## config.mk

```make
export PLATFORM = sky130hd
export DESIGN_NAME = par_to_serial_phy_flat
export DESIGN_NICKNAME = d
export VERILOG_FILES = /design/src/rtl/par_to_serial_phy_if.sv /design/src/rtl/par_to_serial_phy.sv /design/src/flat_wrapper.sv
export SDC_FILE = /design/constraint.sdc
export NUM_CORES = 1
export LEC_CHECK = 0
export ABC_AREA = 0
export CAP_MARGIN = 25
export CELL_PAD_IN_SITES_DETAIL_PLACEMENT = 0
export CELL_PAD_IN_SITES_GLOBAL_PLACEMENT = 1
export CORE_MARGIN = 5
export CORE_UTILIZATION = 35
export DETAILED_ROUTE_END_ITERATION = 16
export HOLD_SLACK_MARGIN = 0.1
export MAX_ROUTING_LAYER = met4
export PLACE_DENSITY_LB_ADDON = 0.1
export SYNTH_ARGS = -nofsm -noshare
export SYNTH_HDL_FRONTEND = slang
export SYNTH_SLANG_ARGS = --single-unit
```

## constraint.sdc

```tcl
create_clock -name clk -period 5.1 [get_ports clk]
set_input_delay 1.02 -clock clk [delete_from_list [all_inputs] [get_ports clk]]
set_output_delay 1.02 -clock clk [all_outputs]
set_load 0.01 [all_outputs]
```

## src/rtl/par_to_serial_phy_if.sv

```systemverilog
// ============================================================================
// Module  : par_to_serial_phy_if
// Brief   : Byte handshake and serial output bundle of the serializer.
// Rev     : 1.0  initial release
// ============================================================================
`default_nettype none

interface par_to_serial_phy_if;
    logic [7:0] data_in;
    logic       valid_in;
    logic       ready_out;
    logic       serial_out;
    logic       frame_start;
    logic       data_flag;

    modport master (
        output data_in,
        output valid_in,
        input  ready_out,
        input  serial_out,
        input  frame_start,
        input  data_flag
    );

    modport slave (
        input  data_in,
        input  valid_in,
        output ready_out,
        output serial_out,
        output frame_start,
        output data_flag
    );
endinterface

`default_nettype wire

```

## src/rtl/par_to_serial_phy.sv

```systemverilog
// ============================================================================
// Module  : par_to_serial_phy
// Brief   : 8-bit parallel-to-serial framer, MSB first, idle-char fill.
// Rev     : 1.0  initial release
// ============================================================================
`default_nettype none

module par_to_serial_phy #(
    parameter logic [7:0] IDLE_CHAR = 8'hBC
) (
    input  wire logic         clk,
    input  wire logic         reset,
    par_to_serial_phy_if.slave bus
);

    localparam logic [2:0] LAST_BIT = 3'd7;

    logic [7:0] shift_reg;
    logic [7:0] hold_reg;
    logic [2:0] bit_cnt;
    logic       hold_full;
    logic       data_flag_q;

    logic       ready;
    logic       accept;
    logic       boundary;

    assign ready    = !reset && !hold_full;
    assign accept   = bus.valid_in && ready;
    assign boundary = (bit_cnt == LAST_BIT);

    always_ff @(posedge clk) begin
        if (reset) begin
            shift_reg   <= 8'h00;
            bit_cnt     <= LAST_BIT;
            hold_reg    <= 8'h00;
            hold_full   <= 1'b0;
            data_flag_q <= 1'b0;
        end else if (boundary) begin
            bit_cnt <= 3'd0;
            // A held byte has priority; an accept cannot coincide with it.
            if (hold_full) begin
                shift_reg   <= hold_reg;
                hold_full   <= 1'b0;
                data_flag_q <= 1'b1;
            end else if (accept) begin
                shift_reg   <= bus.data_in;
                data_flag_q <= 1'b1;
            end else begin
                shift_reg   <= IDLE_CHAR;
                data_flag_q <= 1'b0;
            end
        end else begin
            shift_reg <= {shift_reg[6:0], 1'b0};
            bit_cnt   <= bit_cnt + 3'd1;
            if (accept) begin
                hold_reg  <= bus.data_in;
                hold_full <= 1'b1;
            end
        end
    end

    assign bus.ready_out   = ready;
    assign bus.serial_out  = shift_reg[7];
    assign bus.frame_start = (bit_cnt == 3'd0);
    assign bus.data_flag   = data_flag_q;

endmodule

`default_nettype wire
```

## src/flat_wrapper.sv

```systemverilog
// flat-port wrapper written by rule: the top's interface ports become plain ports
module par_to_serial_phy_flat 
#(
    parameter logic [7:0] IDLE_CHAR = 8'hBC
)
  (clk, reset, bus_data_in, bus_valid_in, bus_ready_out, bus_serial_out, bus_frame_start, bus_data_flag);
  par_to_serial_phy_if bus_i ();
  input  wire logic clk;
  input  wire logic reset;
  input wire logic [$bits(bus_i.data_in)-1:0] bus_data_in;
  input wire logic [$bits(bus_i.valid_in)-1:0] bus_valid_in;
  output wire logic [$bits(bus_i.ready_out)-1:0] bus_ready_out;
  output wire logic [$bits(bus_i.serial_out)-1:0] bus_serial_out;
  output wire logic [$bits(bus_i.frame_start)-1:0] bus_frame_start;
  output wire logic [$bits(bus_i.data_flag)-1:0] bus_data_flag;
  assign bus_i.data_in = bus_data_in;
  assign bus_i.valid_in = bus_valid_in;
  assign bus_ready_out = bus_i.ready_out;
  assign bus_serial_out = bus_i.serial_out;
  assign bus_frame_start = bus_i.frame_start;
  assign bus_data_flag = bus_i.data_flag;
  par_to_serial_phy #(.IDLE_CHAR(IDLE_CHAR)) u_core (.clk(clk), .reset(reset), .bus(bus_i));
endmodule
```

==> results_dict.tcl <==
set metrics [dict create \
    yosys_most_used_dff "dfxtp_1" \
    r2r_cells 4 \
    synth-xor-area-share_pct 0 \
    crit_fanout 26 \
    clockRootBuffer "clkbuf_4" \
    power_density_nw_per_um2 337 \
    cts_max_level 1 \
    insertion_delay_ps 310 \
    worstSetupEndpointType "output pin" \
    rrSetupSlack_ps 2920 \
    maxSlewViolCount 0 \
    holdCritStartpoint "u_core.shift_reg[2]" \
    fin_setup_tns_ps 0 \
    synth_top_area_share_pct 44.4 \
    avgRoutedWirePerCell_um 13.5 \
    die_height_um 62.0 \
    drive_above_1_share_pct 14.1 \
    postSynthCellCount 85 \
    whs_path_depth 1 \
    holdPathEnd "u_core.shift_reg[3]" \
    yosysMostFrequentCell "dfxtp_1" \
    fin_worst_skew_ps 11.1 \
    synth_edf_count 0 \
    final_util_pct 44.8 \
    startpoint_type "input pin" \
    place_ws_ps 1800 \
    grt-ovfl-total 0 \
    finalCriticalPeriod_ps 3300 \
    ant_nets 0 \
    cts_tree "yes" \
    synth_area_um2 946 \
    cts.reportedPaths.clkPinSlew_ps 130 \
    ys_warn_count 0 \
    cp.arrival_ps 2280 \
    r2r-start "u_core.bit_cnt[0]" \
    area_growth_pct 19.4 \
    post_cts_buffers 0 \
    yosys.area.top_type "dfxtp_1" \
    synth_cell_type_count 22 \
    avgSynthCellArea_um2 11.1 \
    synth_area_leaders "dfxtp_1 44%, mux2_4 13%, or4b_1 6.3%, a32o_1 5.3%, and2b_1 4.8%" \
    fin_crit_sh_pct 64.7 \
    drt_iter0_markers 22 \
    ys_ff_latch 21 \
    finalHoldViolCount 0 \
    fin_nets 114 \
    hold_path_class "register to register" \
    slew_headroom_pct 61.4 \
    async_reset_ff_share_pct 0 \
    firstDrtPassIters 4 \
    dp.cells 125 \
    n_antenna_cell 0 \
    routed_wl_um 1750 \
    worst-setup-path-type "input pin to output pin" \
    n_fill_cell 264 \
    fin_hold_ws_ps 461 \
    synthesis.nets 99 \
    worst_ir_drop_vdd_uv 188 \
    synth_compound_area_share_pct 9.52 \
    grt_pass1_wl_um 3140 \
    status "finished clean" \
    antenna_found_initial 0 \
    reg2reg_to "u_core.hold_reg[5]" \
    routed_via_density 5.09 \
    worstMarginPinSlew_ps 579 \
    drv_cap 0 \
    vias 656 \
    synth_fa_ha_area_share_pct 3.97 \
    muxShareOfSynthArea_pct 12.7 \
    instances_no_fill 129 \
    synth_top_family_by_area "simple AND/OR/NAND/NOR gates" \
    setup_viol 0 \
    setup_slack_ps 1800 \
    cts_sinks 21 \
    fmax_mhz 303 \
    grt_pass1_vias 718 \
    cts_resized 0 \
    num_rows 18 \
    num_io_pins 15 \
    dieWidth_um 62.0 \
    seq_area_frac_synth_pct 44.4 \
    core_region_area_um2 2520 \
    grt_max_degree 27 \
    synth_commonest_cells "21 x dfxtp_1, 8 x mux2_4, 6 x and2b_1, 6 x nor2_1, 6 x or4b_1" \
    start_util_pct 37.5 \
    dp_hpwl_um 1130 \
    clock_path_buffers 2 \
    cts_made_buffers 3 \
    worst_ep_required_time_ps 4080 \
    portBuffers 14 \
    routabilityCongestion 0.675 \
    rsz0062_at_grt "no" \
    synth-simple-area-share_pct 25.7 \
    drcViolationCount 0 \
    hold_buffers 0 \
    p_leak_nw 0.468 \
    grt_usage_pct 11.6 \
    die_area_um2 3840 \
]
-- placed cells by master (no fill, tap or decap) --
cell type	count
a311oi_1	2
nor3_1	1
buf_4	1
a32o_1	5
inv_1	2
nor2b_1	4
nand3b_1	1
nand2b_1	5
and2b_1	6
clkdlybuf4s50_1	14
or4b_1	6
nand4bb_1	2
mux2_4	8
nor2_1	6
nand2_1	3
or2_2	2
a211oi_1	1
dfxtp_1	21
clkbuf_4	3
ha_1	3
o21bai_1	1
clkbuf_1	1
a21boi_0	1
-- cell families after synthesis --
logic type / Yosys count
AO/OA/AOI/OAI: 10
multiplexers: 8
buffers and inverters: 7
adder cells (fa/ha/maj): 3
AND/OR/NAND/NOR: 36
flip-flops: 21
-- report_power, final --
part	internal [mW]	switching (mW)	leakage (nW)
combinational	0.0547	0.0378	0.280
clock	0.0305	0.0516	0.0150
sequential	0.192	0.0149	0.173
-- how the worst max path moves through the flow --
stage / startpoint / to / slack [ps]
4_1_cts: reset / bus_ready_out / 1790
3_3_place_gp: reset / bus_ready_out / 1800
6_report: reset / bus_ready_out / 1800
2_1_floorplan: reset / bus_ready_out / 2570
3_5_place_dp: reset / bus_ready_out / 1800
5_1_grt: reset / bus_ready_out / 1730
-- through the flow --
| stage | power [mW] | area (µm²) |
|---|---|---|
| CTS | 0.387 | 1130 |
| finish | 0.381 | 1130 |
| global placement | 0.303 | 1100 |
| global route | 0.408 | 1130 |
| detailed placement | 0.304 | 1100 |
| floorplan | 0.272 | 946 |
-- critical path, stage by stage --
cell and delay (ps):
clkdlybuf4s50_1 460, buf_4 240, nor2_1 60, clkdlybuf4s50_1 500
-- metal layers --
layer / vias to the layer above / part of all wire (%) / track usage (%)
li1: 337 / - / -
met1: 306 / 51 / 14.7
met2: 11 / 44 / 17.0
met3: 2 / 4.1 / 2.48
met4: 0 / 1.1 / 6.36
met5: - / 0 / -
-- layout make-up --
type | instances | area [µm²] | area share, %
timing repair buffer | 15 | 148 | 13.1
clock buffer | 4 | 26.3 | 2.33
sequential | 21 | 420 | 37.2
multi-input combinational | 57 | 490 | 43.4
inverter | 2 | 7.51 | 0.664
tap | 30 | 37.5 | 3.32
(Power assumes the default switching activity.)
